## src/rtl/hispi_pattern_tx.sv

```systemverilog
// HiSPi Packetized-SP single-lane pattern transmitter (SOF/SOL/EOL/EOF framing).
// Optional HISPI_TX_LINE_NUM_EN: adds a line-number word after each SOF/SOL.
module hispi_pattern_tx #(
    parameter int PIXEL_WIDTH = 12,
    parameter int WIDTH_BITS  = 13,
    parameter int LINES_BITS  = 12,
    parameter int BLANK_BITS  = 8
) (
    input  logic                   sclk,
    input  logic                   sclk_reset_n,
    input  logic                   start,
    input  logic                   abort,
    input  logic [LINES_BITS-1:0]  cfg_num_lines,
    input  logic [WIDTH_BITS-1:0]  cfg_line_width,
    input  logic [BLANK_BITS-1:0]  cfg_blank,
    input  logic                   cfg_pattern,
    input  logic [PIXEL_WIDTH-1:0] cfg_const,
    output logic [PIXEL_WIDTH-1:0] tx_data,
    output logic                   tx_valid,
    output logic                   tx_busy,
    output logic                   frame_done
);

    localparam int CW0 = (WIDTH_BITS > BLANK_BITS) ? WIDTH_BITS : BLANK_BITS;
    localparam int CW  = (CW0 < 3) ? 3 : CW0;

`ifdef HISPI_TX_LINE_NUM_EN
    localparam int SS_LAST = 4;
`else
    localparam int SS_LAST = 3;
`endif

    localparam logic [PIXEL_WIDTH-1:0] ONES = '1;
    localparam logic [PIXEL_WIDTH-1:0] SOF  = {3'b110, {(PIXEL_WIDTH-3){1'b0}}};
    localparam logic [PIXEL_WIDTH-1:0] SOL  = {3'b100, {(PIXEL_WIDTH-3){1'b0}}};
    localparam logic [PIXEL_WIDTH-1:0] EOF  = {3'b111, {(PIXEL_WIDTH-3){1'b0}}};
    localparam logic [PIXEL_WIDTH-1:0] EOL  = {3'b101, {(PIXEL_WIDTH-3){1'b0}}};

    typedef enum logic [2:0] {
        IDLE,
        SYNC_START,
        PIXELS,
        SYNC_END,
        BLANK
    } state_t;

    state_t                 state, n_state;
    logic [CW-1:0]          cnt, n_cnt;
    logic [LINES_BITS-1:0]  y, n_y;
    logic                   done;

    logic [LINES_BITS-1:0]  lines_q;
    logic [WIDTH_BITS-1:0]  width_q;
    logic [BLANK_BITS-1:0]  blank_q;
    logic                   pattern_q;
    logic [PIXEL_WIDTH-1:0] const_q;

    logic                   accept;
    logic [LINES_BITS-1:0]  lines_last;
    logic [CW-1:0]          width_last;
    logic [CW-1:0]          blank_last;

    logic [PIXEL_WIDTH-1:0] d_data;
    logic                   d_valid;

    function automatic logic [PIXEL_WIDTH-1:0] clamp(
        input logic [PIXEL_WIDTH-1:0] v
    );
        return (v == ONES) ? ONES - 1'b1 : v;
    endfunction

    assign accept     = (state == IDLE) && start && !abort
                      && (cfg_num_lines != '0);
    assign lines_last = lines_q - LINES_BITS'(1);
    assign width_last = CW'(width_q) - CW'(1);
    assign blank_last = CW'(blank_q) - CW'(1);

    always_comb begin
        n_state = state;
        n_cnt   = cnt;
        n_y     = y;
        done    = 1'b0;
        if (abort) begin
            n_state = IDLE;
            n_cnt   = '0;
            n_y     = '0;
        end else begin
            unique case (state)
                IDLE: begin
                    if (accept) begin
                        n_state = SYNC_START;
                        n_cnt   = '0;
                        n_y     = '0;
                    end
                end
                SYNC_START: begin
                    if (cnt == CW'(SS_LAST)) begin
                        n_cnt   = '0;
                        n_state = (width_q == '0) ? SYNC_END : PIXELS;
                    end else begin
                        n_cnt = cnt + CW'(1);
                    end
                end
                PIXELS: begin
                    if (cnt == width_last) begin
                        n_cnt   = '0;
                        n_state = SYNC_END;
                    end else begin
                        n_cnt = cnt + CW'(1);
                    end
                end
                SYNC_END: begin
                    if (cnt == CW'(3)) begin
                        n_cnt = '0;
                        if (y == lines_last) begin
                            n_state = IDLE;
                            n_y     = '0;
                            done    = 1'b1;
                        end else begin
                            n_y     = y + LINES_BITS'(1);
                            n_state = (blank_q != '0) ? BLANK : SYNC_START;
                        end
                    end else begin
                        n_cnt = cnt + CW'(1);
                    end
                end
                BLANK: begin
                    if (cnt == blank_last) begin
                        n_cnt   = '0;
                        n_state = SYNC_START;
                    end else begin
                        n_cnt = cnt + CW'(1);
                    end
                end
                default: begin
                    n_state = IDLE;
                    n_cnt   = '0;
                    n_y     = '0;
                end
            endcase
        end
    end

    // Output word is derived from the upcoming state so that it lands registered.
    always_comb begin
        d_data  = '0;
        d_valid = 1'b0;
        unique case (n_state)
            SYNC_START: begin
                d_valid = 1'b1;
                if (n_cnt == '0)
                    d_data = ONES;
                else if (n_cnt == CW'(3))
                    d_data = (n_y == '0) ? SOF : SOL;
`ifdef HISPI_TX_LINE_NUM_EN
                else if (n_cnt == CW'(4))
                    d_data = clamp(PIXEL_WIDTH'(n_y));
`endif
            end
            PIXELS: begin
                d_valid = 1'b1;
                if (pattern_q)
                    d_data = clamp(const_q);
                else
                    d_data = clamp(PIXEL_WIDTH'(n_cnt) + PIXEL_WIDTH'(n_y));
            end
            SYNC_END: begin
                d_valid = 1'b1;
                if (n_cnt == '0)
                    d_data = ONES;
                else if (n_cnt == CW'(3))
                    d_data = (n_y == lines_last) ? EOF : EOL;
            end
            default: begin
                d_data  = '0;
                d_valid = 1'b0;
            end
        endcase
    end

    always_ff @(posedge sclk or negedge sclk_reset_n) begin
        if (!sclk_reset_n) begin
            state      <= IDLE;
            cnt        <= '0;
            y          <= '0;
            lines_q    <= '0;
            width_q    <= '0;
            blank_q    <= '0;
            pattern_q  <= 1'b0;
            const_q    <= '0;
            tx_data    <= '0;
            tx_valid   <= 1'b0;
            tx_busy    <= 1'b0;
            frame_done <= 1'b0;
        end else begin
            state      <= n_state;
            cnt        <= n_cnt;
            y          <= n_y;
            tx_data    <= d_data;
            tx_valid   <= d_valid;
            tx_busy    <= (n_state != IDLE);
            frame_done <= done;
            if (accept) begin
                lines_q   <= cfg_num_lines;
                width_q   <= cfg_line_width;
                blank_q   <= cfg_blank;
                pattern_q <= cfg_pattern;
                const_q   <= cfg_const;
            end
        end
    end

endmodule

```

## config.mk

```make
export PLATFORM = sky130hd
export DESIGN_NAME = hispi_pattern_tx
export DESIGN_NICKNAME = d
export VERILOG_FILES = /design/src/rtl/hispi_pattern_tx.sv
export SDC_FILE = /design/constraint.sdc
export NUM_CORES = 1
export LEC_CHECK = 0
export ABC_AREA = 1
export CAP_MARGIN = 20
export CORE_UTILIZATION = 48
export DETAILED_ROUTE_END_ITERATION = 10
export PLACE_DENSITY = 0.72
export SYNTH_ARGS = -nofsm -noshare
export SYNTH_HDL_FRONTEND = slang
export SYNTH_SLANG_ARGS = --single-unit
```

## constraint.sdc

```tcl
create_clock -name sclk -period 4.3 [get_ports sclk]
set_clock_uncertainty 0.2 [all_clocks]
set_input_delay 0.86 -clock sclk [delete_from_list [all_inputs] [get_ports sclk]]
set_output_delay 0.86 -clock sclk [all_outputs]
set_load 0.1 [all_outputs]
```

## After elaboration in Yosys (flattened, before gate mapping)

Index checks and enable logic that the tools add are counted.

| word-level totals | value |
|---|---|
| register bits after elaboration | 89 |
| input bits | 50 |

| cells by class | value |
|---|---|
| equality and inequality tests | 15 |
| muxes and demuxes | 36 |
| reduce and logical (&&, ||, !) cells | 14 |
| $add $sub $neg | 6 |

Operators with widths:

| kind | count |
|---|---|
| two-way mux 12 bit | 11 |
| one-hot mux 12 bit (3 select lines) | 2 |
| two-way mux 13 bit | 5 |
| one-hot mux 13 bit (4 select lines) | 1 |
| == test 13 bit | 2 |
| == test 13 x 2 -> 1 bit (second input constant) | 2 |
| zero test 13 bit | 2 |
| == test 12 bit | 2 |
| == test 12 bit (second input constant) | 2 |
| two-way mux 3 bit | 8 |
| two-way mux 11 bit | 2 |
| one-hot mux 3 bit (5 select lines) | 1 |
| adder 13 x 1 -> 13 bit (second input constant) | 1 |
| subtractor 13 x 1 -> 13 bit (second input constant) | 1 |
| adder 12 x 1 -> 12 bit (second input constant) | 1 |
| adder 12 bit | 1 |
| == test 3 x 2 -> 1 bit (second input constant) | 4 |
| zero test 12 bit | 1 |
| nonzero test 12 bit | 1 |
| subtractor 12 x 1 -> 12 bit (second input constant) | 1 |
| subtractor 8 x 1 -> 9 bit (second input constant) | 1 |
| nonzero test 8 bit | 1 |
| == test 3 x 1 -> 1 bit (second input constant) | 2 |
| two-way mux 1 bit | 6 |
| other kinds (7) | 10 |

## Longest topological paths before layout

Gate-level depths: netlist of the first run.

| logic depth | value |
|---|---|
| depth in word-level cells | 12 |
| gate-level depth with buffers | 34 |
| depth with buffers taken out | 33 |

## Worst setup path before layout of the first run

Ideal clock, no wire load.

| timing | value |
|---|---|
| path type | input-to-reg |
| start point | input cfg_num_lines[1] |
| end point | register tx_data[0] |
| cell stages on the path | 24 |
| slack | -159 ps |
| arrival | 4133 ps |
| buffers on the path | 1 |
| library setup time | 126 ps |
| cells stage by stage | nor4_1 -> nand3_1 -> nand2_1 -> nand2_1 -> buf_2 -> nand2_1 -> inv_1 -> o21ai_0 -> nand2_1 -> inv_1 -> ha_1 -> inv_1 -> fa_1 -> o21ai_0 -> nand2_1 -> a21oi_1 -> nor2_1 -> xor2_1 -> nor4_1 -> nand3_1 -> nor3_1 -> nand3_1 -> a21oi_1 -> o21ai_2 |

| between the ends | value |
|---|---|
| cells in the longest elaborated chain, start to end | 10 |
| elaborated cells between the ends (all ways) | 25 |

RTL lines:

| item | line | source |
|---|---|---|
| from (decl) | 13 | `input logic [LINES_BITS-1:0] cfg_num_lines,` |
| nonzero test 12 bit * | 73 | `&& (cfg_num_lines != '0);` |
| logical AND 1 bit * | 73 |  |
| two-way mux 12 bit * | 90 | `if (accept) begin` |
| one-hot mux 12 bit (3 select lines) * | 88 | `unique case (state)` |
| two-way mux 12 bit * | 83 | `if (abort) begin` |
| named net n_y[0] | 49 | `logic [LINES_BITS-1:0] y, n_y;` |
| adder 12 bit * | 165 | `d_data = clamp(PIXEL_WIDTH'(n_cnt) + PIXEL_WIDTH'(n_y));` |
| == test 12 bit | 69 | `return (v == ONES) ? ONES - 1'b1 : v;` |
| two-way mux 12 bit * | 69 |  |
| two-way mux 12 bit * | 162 | `if (pattern_q)` |
| one-hot mux 12 bit (3 select lines) * | 148 | `unique case (n_state)` |
| named net d_data[0] | 63 | `logic [PIXEL_WIDTH-1:0] d_data;` |
| to (signal assigned) | 199 | `tx_data <= d_data;` |
| to (decl) | 18 | `output logic [PIXEL_WIDTH-1:0] tx_data,` |

Mark *: on every way through the listed nets, which the timed path passes. The rest lies on a longest branch.
A chain may end at the register's enable or synchronous reset.

## Final worst setup path of the first run

| timing | value |
|---|---|
| start point | input cfg_num_lines[9] |
| end point | register tx_data[10] |

| between the ends | value |
|---|---|
| cells in the longest elaborated chain, start to end | 10 |
| elaborated cells between the ends (all ways) | 29 |

RTL lines:

| item | line |
|---|---|
| nonzero test 12 bit * | 73 |
| logical AND 1 bit * | 73 |
| two-way mux 13 bit / two-way mux 12 bit (equally long branches) | 90 |
| one-hot mux 13 bit (4 select lines) / one-hot mux 12 bit (3 select lines) (equally long branches) | 88 |
| two-way mux 13 bit / two-way mux 12 bit (equally long branches) | 83 |
| adder 12 bit, or another cell as far along | 165 |
| == test 12 bit, or another cell as far along | 69 |
| two-way mux 12 bit (on tied branches) | 69, 153, 171 |
| two-way mux 12 bit (on tied branches) | 162, 151, 169 |
| one-hot mux 12 bit (3 select lines) * | 148 |
| named net d_data[10] | 63 |

Marked as above.

==> results of run 1 <==
area by class of cell:
cell class / instances / area [um^2] / area share (%)
clock buffers: 10 / 239.0 / 2.453
clock inverters: 5 / 62.56 / 0.6422
inverters: 150 / 565.5 / 5.805
multi-input cells: 744 / 4264 / 43.77
flip-flops and latches: 89 / 2230 / 22.89
well taps: 176 / 220.2 / 2.260
repair buffers: 268 / 2161 / 22.18
kinds of logic after synthesis:
family | after synthesis | synth area share, %
and+or+nand+nor | 566 | 36.34
DFF | 89 | 33.58
AOI/OAI and AO/OA | 103 | 8.321
buffers and inverters | 172 | 10.23
muxes | 18 | 3.057
xor gates and xnor gates | 39 | 5.151
adders and majority gates | 17 | 3.321
critical path, delay by kind of cell:
kind / cells / cell delay (ns)
buf+inv: 17 / 2.15
simple gates: 12 / 1.18
compound gates: 1 / 0.18
stage by stage:
stage	cells	util, %	hold slack (ns)	worst slack, ns
6_report	1442	72.98	0.2194	-0.03288
5_1_grt	1442	72.98	0.2370	-0.1898
4_1_cts	1427	69.84	0.2304	-0.001870
3_5_place_dp	1358	62.94	0.3174	-0.7289
3_3_place_gp	1358	62.94	0.3149	-0.6297
2_1_floorplan	1004	-	0.2933	0.006064
flip-flops by register name, summed over array words and instances (netlist names):
name and cells:
frame_done 1, lines_q 12, blank_q 8, pattern_q 1
tx_data 12, const_q 12, tx_valid 1, state 3
tx_busy 1, cnt 13, y 12, width_q 13
placed cells by master, fill, tap and decap left out, drive strengths merged:
master | Yosys | routed
fa | 1 | 1
nand4 | 23 | 23
clkinv | 1 | 1
o31ai | 1 | 1
clkbuf | 9 | 13
and2 | 1 | 1
and3 | 1 | 1
ha | 16 | 16
nor3b | 1 | 1
o22ai | 1 | 1
nor4 | 6 | 6
buf | 12 | 205
xnor2 | 8 | 8
nor3 | 18 | 18
mux2 | 18 | 18
a21boi | 1 | 1
o21ai | 36 | 36
nand2 | 303 | 303
clkdlybuf4s50 | 0 | 51
a211oi | 2 | 2
xor2 | 31 | 31
or3 | 1 | 1
nand3 | 64 | 64
nand3b | 4 | 4
a21oi | 58 | 58
bufinv | 0 | 1
nor4b | 2 | 2
inv | 149 | 151
o211ai | 4 | 4
clkdlybuf4s15 | 0 | 5
clkinvlp | 0 | 2
dlygate4sd2 | 0 | 4
nor2 | 142 | 143
dfrtp | 89 | 89
timing repair:
action                     in CTS  in global routing
gates cloned                    0                  1
setup endpoints to repair       5                 13
pin swaps                      32                 53
buffers inserted               54                 14
resized for setup              65                 95
routing by layer:
layer  wire (um)  up-vias  global-route usage, %  share of wire, %
met2       10470      362                  48.30                47
met3        1572       84                  7.319               7.0
met4        1073        0                  10.94               4.8
met1        9300     3541                  39.60                41
li1            -     3687                      -                 -
met5           0        -                      0                 0
worst paths after layout:
path / slack, ns / end / depth (start not counted) / from
worst max-delay path: -0.03 / tx_data[10]$_DFF_PN0_ / 30 / cfg_num_lines[9]
worst min-delay path: 0.22 / tx_data[4]$_DFF_PN0_ / 1 / sclk_reset_n
worst max register to register: 0.02 / tx_data[0]$_DFF_PN0_ / 31 / lines_q[1]$_DFFE_PN0P_
worst min register to register: 0.34 / const_q[9]$_DFFE_PN0P_ / 1 / const_q[9]$_DFFE_PN0P_
max in group asynchronous: 2.83 / lines_q[3]$_DFFE_PN0P_ / 2 / sclk_reset_n
min in group sclk: 0.34 / const_q[9]$_DFFE_PN0P_ / 1 / const_q[9]$_DFFE_PN0P_
power by group through the flow:
stage               clock, uW  combinational, uW  sequential, uW
CTS                       832                818             998
detailed placement          0                726            1010
global route              870                968            1020
global placement            0                713            1010
floorplan                   0                346            1070
finish                    828                896            1010
==> results.ini, run 1 <==
[critical_path]
slowest_delay_ns = 0.35
worst_path_max_delay_cell = nor4_4
crit_path_max_fanout = 2
critPathRequiredTime_ns = 4.35
start_kind = input port
worst-setup-path-type = input port to flip-flop
crit_path_end_kind = flip-flop
path_common_cell = buf_4
critical_path_arrival_ns = 4.38

[floorplan]
ioPinCount = 65
core_area_um2 = 13350
initial_core_util_pct = 49.68
rows = 42
die_x_um = 119.5
die_y_um = 119.5
die_area_um2 = 14290

[final_layout]
antenna_cells = 0
drive_gt1_share_pct = 29.38
final_cell_area_um2 = 9742
fill_cells = 1039
layout.nets = 1329
area_growth_pct = 46.91

[route]
vias = 7674
drc = 0
drtIter0Drc = 579
wl_per_cell_um = 15.55
avgViaCountPerCell = 5.322
drt-pass1-iter-count = 6
finalWirelength_um = 22420
antenna_left = 0

[timing]
fin_crit_sh_pct = 100.8
relSlewSlack_pct = 34.08
finalHoldViolations = 0
max_freq_mhz = 230.8
finalSetupViolCount = 1
setup_tns_ns = -0.03288
rsz0062_at_grt = true
slew_viol_final = 0
period_needed_ns = 4.333
layout_setup_ws_ns = -0.03288
worst_pin_slew_ns = 0.9857

[clock_network]
cts_tree = yes
clock-sinks = 89
clk_latency_ns = 0.36
cts_made_buffers = 9
clk_path_buf_depth = 2
path_clk_slew_ns = 0.07
holdBufCountCts = 0
clockRootBuffer = clkbuf_16
h-tree-depth = 3

[global_route]
antenna_found_initial = 0
grtUsageTotal_pct = 30.17
grt_max_degree = 76
grt_pass1_wl_um = 33710
overflow = 0
grt_pass1_vias = 6978

[power_and_ir_drop]
ir_drop_mv = 0.2836
pwr-share-seq_pct = 36.9
p_switching_uw = 935.9
power.density_nw_per_um2 = 280.5
total_power_uw = 2732
p_leak_uw = 0.005075
netSwitchingFraction_pct = 34.25
combinationalPowerShare_pct = 32.8
p_clk_share_pct = 30.3
p_int_uw = 1796

[place]
gp_congestion = 0.9074
detailed_place_hpwl_um = 15060
placed_cell_area_um2 = 8401
io_buffers = 64

[logic_synthesis]
synthesis.nets = 1071
synth_edf_count = 0
synth.distinct_cells = 43
synth_area_per_cell_um2 = 6.605
synth_top_area_share_pct = 33.58
synthTopCellsByArea = dfrtp_1, nand2_1, inv_1
synth-async-reset-ratio_pct = 100.0
synth_seq_cells = 89
syn-cell-area_um2 = 6631
syn_inst = 1004
yosysMostFrequentCell = nand2_1
yosys_warnings = 0
synth_top_cell_by_area = dfrtp_1
synth_common_cells = nand2_1, inv_1, nor2_1
synth-main-ff-cell = dfrtp_1
yosysSeqAreaShare_pct = 33.58

[min_path]
hold_path.class = input port to asynchronous set/reset pin

[run]
maxCapViolCount = 0

[outcome]
violations = negative setup slack
status = finished, violations left

(Power assumes the default switching activity.)
==> run 2, diff against run 1 <==
- DONT_BUFFER_PORTS: unset -> 1
- PLACE_DENSITY: 0.72 -> 0.65
- SLEW_MARGIN: unset -> 30
==> results.ini, run 2 (same netlist as run 1, synthesis figures left out) <==
[outcome]
status = complete, no violations

[critical_path]
worst-path-buf-inv = 6  ; -11
r2r_slack_ns = 0.1  ; +0.08 ns
worst_path_max_delay_cell = dfrtp_1
path_common_cell = nand2_1
worst-setup-path-type = flip-flop to flip-flop
critical_path_arrival_ns = 4.24  ; -0.14 ns
critPathRequiredTime_ns = 4.34  ; about the same
start_kind = flip-flop
reg2reg_depth = 29  ; -6.5%
crit_path_max_fanout = 7  ; +5
crit_path_end_kind = flip-flop
timing.rr.start = blank_q[0]$_DFFE_PN0P_
slowest_delay_ns = 0.40  ; +0.05 ns
cp_top_family = simple AND/OR/NAND/NOR gates
r2r-end = tx_data[0]$_DFF_PN0_

[power_and_ir_drop]
power.density_nw_per_um2 = 297.0  ; +5.9%
total_power_uw = 2454  ; -10%
p_leak_uw = 0.004371  ; -14%
ir_drop_mv = 0.2293  ; -19%

[route]
vias = 6616  ; -14%
drtIter0Drc = 354  ; -39%
avgViaCountPerCell = 5.137  ; -3.5%
finalWirelength_um = 18980  ; -15%
drc = 0  ; unchanged
drt-pass1-iter-count = 5  ; -1
antenna_left = 0  ; unchanged
wl_per_cell_um = 14.74  ; -5.2%

[final_layout]
drive_gt1_share_pct = 22.75  ; -6.6 points
largestRegisters = cnt: 13 flops, width_q: 13 flops
final_cells = 1288  ; -11%
antenna_cells = 0  ; unchanged
post-route-util_pct = 61.90  ; -11 points
final_cell_mix = nand2_1, inv_1, nor2_1
final_common_cell = nand2_1
area_growth_pct = 24.58
layout.nets = 1175  ; -12%

[place]
dp.cells = 1259  ; -7.3%
gp_congestion = 0.9139  ; +0.72%
io_buffers = 0  ; -100%
detailed_place_hpwl_um = 14140  ; -6.2%

[floorplan]
rows = 42  ; unchanged
die_area_um2 = 14290  ; unchanged
die_y_um = 119.5  ; unchanged
initial_core_util_pct = 49.68  ; unchanged
die_x_um = 119.5  ; unchanged
ioPinCount = 65  ; unchanged
core_area_um2 = 13350  ; unchanged

[timing]
finalSetupViolCount = 0  ; -1
period_needed_ns = 4.203  ; -0.1303 ns
setup_tns_ns = 0  ; +0.03288 ns
rsz0062_at_grt = true
finalHoldViolations = 0  ; unchanged
max_freq_mhz = 238.0  ; +3.1%
fin_crit_sh_pct = 97.73  ; -3.0 points
worst_pin_slew_ns = 0.9125  ; -0.07322 ns
relSlewSlack_pct = 39.21  ; +5.1 points
slew_viol_final = 0  ; unchanged

[global_route]
grt_max_degree = 79  ; +3.9%
grt_pass1_vias = 6163  ; -12%
antenna_found_initial = 0  ; unchanged
overflow = 0  ; unchanged
grtUsageTotal_pct = 26.89  ; -3.3 points
grt_pass1_wl_um = 30020  ; -11%

[clock_network]
clockRootBuffer = clkbuf_16
h-tree-depth = 3  ; unchanged
clk_path_buf_depth = 2  ; unchanged
clk_latency_ns = 0.35  ; about the same
cts_tree = yes
cts_made_buffers = 9  ; unchanged
clock-sinks = 89  ; unchanged
path_clk_slew_ns = 0.07  ; about the same

[run]
maxCapViolCount = 0  ; unchanged

[min_path]
hold_path.class = input port to asynchronous set/reset pin

## run 2: cell count changes in the layout (fill, tap and decap cells not counted), sizes merged, moves of 2 or more
| cell | change |
|---|---|
| clkdlybuf4s50 | -51 |
| dlygate4sd2 | -4 |
| inv | -2 |
| clkdlybuf4s15 | -5 |
| clkbuf | -3 |
| buf | -91 |
| clkinv | +2 |
## run 2: how the worst max path moves through the flow
| stage | startpoint | endpoint | slack (ns) | cells past startpoint |
|---|---|---|---|---|
| after floorplan | cfg_num_lines[1] | tx_data[0]$_DFF_PN0_ | 0.006 | 24 |
| after global placement | cfg_num_lines[9] | tx_data[0]$_DFF_PN0_ | -0.08 | 23 |
| after detailed placement | cfg_num_lines[9] | tx_data[0]$_DFF_PN0_ | -0.14 | 23 |
| after CTS | lines_q[0]$_DFFE_PN0P_ | tx_data[0]$_DFF_PN0_ | 0.02 | 31 |
| after global routing | blank_q[0]$_DFFE_PN0P_ | tx_data[10]$_DFF_PN0_ | -0.15 | 28 |
| final | blank_q[0]$_DFFE_PN0P_ | tx_data[0]$_DFF_PN0_ | 0.1 | 29 |
## run 2: timing repair
| action | in CTS | in global routing |
|---|---|---|
| resized for setup | 3 | 96 |
| endpoints found under the setup margin | 2 | 7 |
| hold buffers | 2 | 0 |
| pin swaps | 1 | 20 |
| hold endpoints to repair | 78 | 0 |
| setup buffers | 0 | 12 |
## run 2: area by class of cell
| cell class | count | area [um^2] |
|---|---|---|
| Inverter | 150 | 566.8 |
| Fill cell | 1254 | 5086 |
| Sequential cell | 89 | 2228 |
| Multi-Input combinational cell | 743 | 4071 |
| Timing Repair Buffer | 115 | 904.6 |
| Clock buffer | 10 | 229.0 |
| Clock inverter | 5 | 41.29 |
| Tap cell | 176 | 220.2 |
## run 2: metrics by stage
step / setup slack (ns) / hold WS (ns) / area [um^2]
2_1_floorplan: 0.006064 / 0.2933 / 6634
3_3_place_gp: -0.07983 / 0.3105 / 7500
3_5_place_dp: -0.1443 / 0.3159 / 7500
4_1_cts: 0.02455 / 0.2255 / 7819
5_1_grt: -0.1477 / 0.2175 / 8262
6_report: 0.09746 / 0.1804 / 8262
## run 2: metal layers
metal / up-vias / share of wire [%] / track usage (%)
li1: 3371 / - / -
met1: 3037 / 45 / 36.62
met2: 180 / 47 / 43.53
met3: 28 / 5.4 / 4.230
met4: 0 / 2.4 / 9.063
met5: - / 0 / 0
## run 2: report_power, final
part | internal, uW | switching [uW]
registers | 922 | 158
clock network | 393 | 356
logic | 275 | 350
==> run 3, diff against run 2 <==
- GPL_TIMING_DRIVEN: unset -> 0
- MAX_ROUTING_LAYER: unset -> met4
==> results.ini, run 3 (same netlist as run 1, synthesis figures left out) <==
[place]
gp_congestion = 0.9479  ; +3.7%
placed_cell_area_um2 = 6854  ; -8.6%
detailed_place_hpwl_um = 14490  ; +2.5%
io_buffers = 0  ; unchanged
post-place-ws_ns = -1.104  ; -0.9600 ns

[route]
drtIter0Drc = 437  ; +23%
drc = 0  ; unchanged
vias = 6555  ; -0.92%
drt-pass1-iter-count = 5  ; unchanged
antenna_left = 0  ; unchanged
avgViaCountPerCell = 5.274  ; +2.7%
finalWirelength_um = 19720  ; +3.9%
wl_per_cell_um = 15.86  ; +7.6%

[final_layout]
area_growth_pct = 17.60
final_cell_area_um2 = 7799  ; -5.6%
largestRegisters = cnt: 13 flops, width_q: 13 flops
drive_gt1_share_pct = 15.84  ; -6.9 points
final_cell_mix = nand2_1, inv_1, nor2_1
layout.nets = 1129  ; -3.9%
final_common_cell = nand2_1
post-route-util_pct = 58.43  ; -3.5 points
antenna_cells = 0  ; unchanged
fill_cells = 1304  ; +4.0%

[floorplan]
rows = 42  ; unchanged
die_y_um = 119.5  ; unchanged
die_area_um2 = 14290  ; unchanged
initial_core_util_pct = 49.68  ; unchanged
core_area_um2 = 13350  ; unchanged
ioPinCount = 65  ; unchanged
die_x_um = 119.5  ; unchanged

[clock_network]
path_clk_slew_ns = 0.07  ; about the same
clockRootBuffer = clkbuf_16
clock-sinks = 89  ; unchanged
clk_latency_ns = 0.36  ; about the same
cts_tree = yes
cts_made_buffers = 9  ; unchanged
clk_path_buf_depth = 2  ; unchanged
h-tree-depth = 3  ; unchanged

[timing]
fin_crit_sh_pct = 104.2  ; +6.5 points
worst_pin_slew_ns = 0.8837  ; -0.02874 ns
finalSetupViolCount = 2  ; +2
finalHoldViolations = 0  ; unchanged
layout_setup_ws_ns = -0.1819  ; -0.2794 ns
rsz0062_at_grt = true
setup_tns_ns = -0.2718  ; -0.2718 ns
slew_viol_final = 0  ; unchanged
relSlewSlack_pct = 41.13  ; +1.9 points
max_freq_mhz = 223.1  ; -6.2%
period_needed_ns = 4.482  ; +0.2794 ns

[critical_path]
start_kind = input port
crit_path_end_kind = flip-flop
crit_path_max_fanout = 10  ; +3
r2r_slack_ns = -0.15  ; -0.25 ns
critPathRequiredTime_ns = 4.39  ; +0.05 ns
critical_path_arrival_ns = 4.57  ; +0.33 ns
worst-setup-path-type = input port to flip-flop

[global_route]
grtUsageTotal_pct = 29.43  ; +2.5 points
overflow = 0  ; unchanged
grt_max_degree = 90  ; +14%
antenna_found_initial = 0  ; unchanged
grt_pass1_wl_um = 31490  ; +4.9%
grt_pass1_vias = 6304  ; +2.3%

[outcome]
status = finished, violations left
violations = negative setup slack

[run]
maxCapViolCount = 0  ; unchanged

[power_and_ir_drop]
power.density_nw_per_um2 = 314.7  ; +6.0%
ir_drop_mv = 0.2271  ; -0.95%
p_leak_uw = 0.004128  ; -5.6%

[min_path]
hold_path.class = input port to asynchronous set/reset pin

-- run 3: worst paths after layout --
kind,to,depth (start not counted),from
setup / recovery,tx_data[10]$_DFF_PN0_,28,cfg_num_lines[9]
hold / removal,width_q[6]$_DFFE_PN0P_,1,sclk_reset_n
setup reg to reg,tx_data[10]$_DFF_PN0_,33,lines_q[0]$_DFFE_PN0P_
hold reg to reg,const_q[3]$_DFFE_PN0P_,1,const_q[3]$_DFFE_PN0P_
max in group asynchronous,lines_q[5]$_DFFE_PN0P_,1,sclk_reset_n
min in group sclk,const_q[3]$_DFFE_PN0P_,1,const_q[3]$_DFFE_PN0P_
-- run 3: layer usage --
metal / vias to the layer above / GRT usage [%] / share of wire, %
met1: 3004 / 38.55 / 45
met4: 0 / 11.95 / 3.4
met5: - / - / 0
li1: 3289 / - / -
met3: 46 / 6.226 / 6.1
met2: 216 / 44.40 / 45
-- run 3: worst max-delay path: stages --
cell     delay (ns)
nor4_1         0.32
nand3_2        0.18
nand2_2        0.12
nand2_1        0.13
buf_4          0.22
nand2_4        0.13
inv_1          0.11
o21ai_2        0.19
nand2_2        0.10
buf_4          0.16
buf_4          0.13
buf_4          0.13
buf_4          0.13
buf_4          0.12
buf_4          0.12
buf_4          0.12
buf_4          0.12
buf_4          0.11
buf_4          0.12
buf_4          0.12
buf_4          0.12
buf_4          0.12
buf_4          0.14
nand2_1        0.06
nand4_1        0.07
nor2_1         0.11
nand4_1        0.10
nand3_1        0.11
-- run 3: through the flow --
step / power (uW) / hold WS, ns / std cells
floorplan: 1416 / 0.2933 / 1004
global placement: 1525 / 0.3103 / 1180
detailed placement: 1527 / 0.3154 / 1180
CTS: 2445 / 0.2422 / 1235
global route: 2577 / 0.2541 / 1243
finish: 2454 / 0.2045 / 1243
-- run 3: layout make-up --
| cell class | count | area, um^2 | area share (%) |
|---|---|---|---|
| Sequential cell | 89 | 2233 | 28.64 |
| Buffer | 22 | 125.1 | 1.604 |
| Clock inverter | 7 | 83.83 | 1.075 |
| Multi-Input combinational cell | 743 | 3975 | 50.97 |
| Clock buffer | 9 | 225.2 | 2.888 |
| Timing Repair Buffer | 47 | 372.9 | 4.781 |
| Inverter | 150 | 563.0 | 7.220 |
| Tap cell | 176 | 220.2 | 2.824 |
-- run 3: repair_timing --
| item | 4_1_cts | 5_1_grt |
|---|---|---|
| resized for setup | 54 | 15 |
| endpoints found under the setup margin | 7 | 4 |
| setup buffers | 38 | 8 |
| pin swaps | 8 | 4 |
| hold buffers | 1 | 0 |
| endpoints found under the hold margin | 89 | 0 |
-- run 3: report_power, final --
group	switching, uW	internal (uW)	total, uW
Clock	381	465	846
Sequential	161	923	1080
Combinational	325	200	525
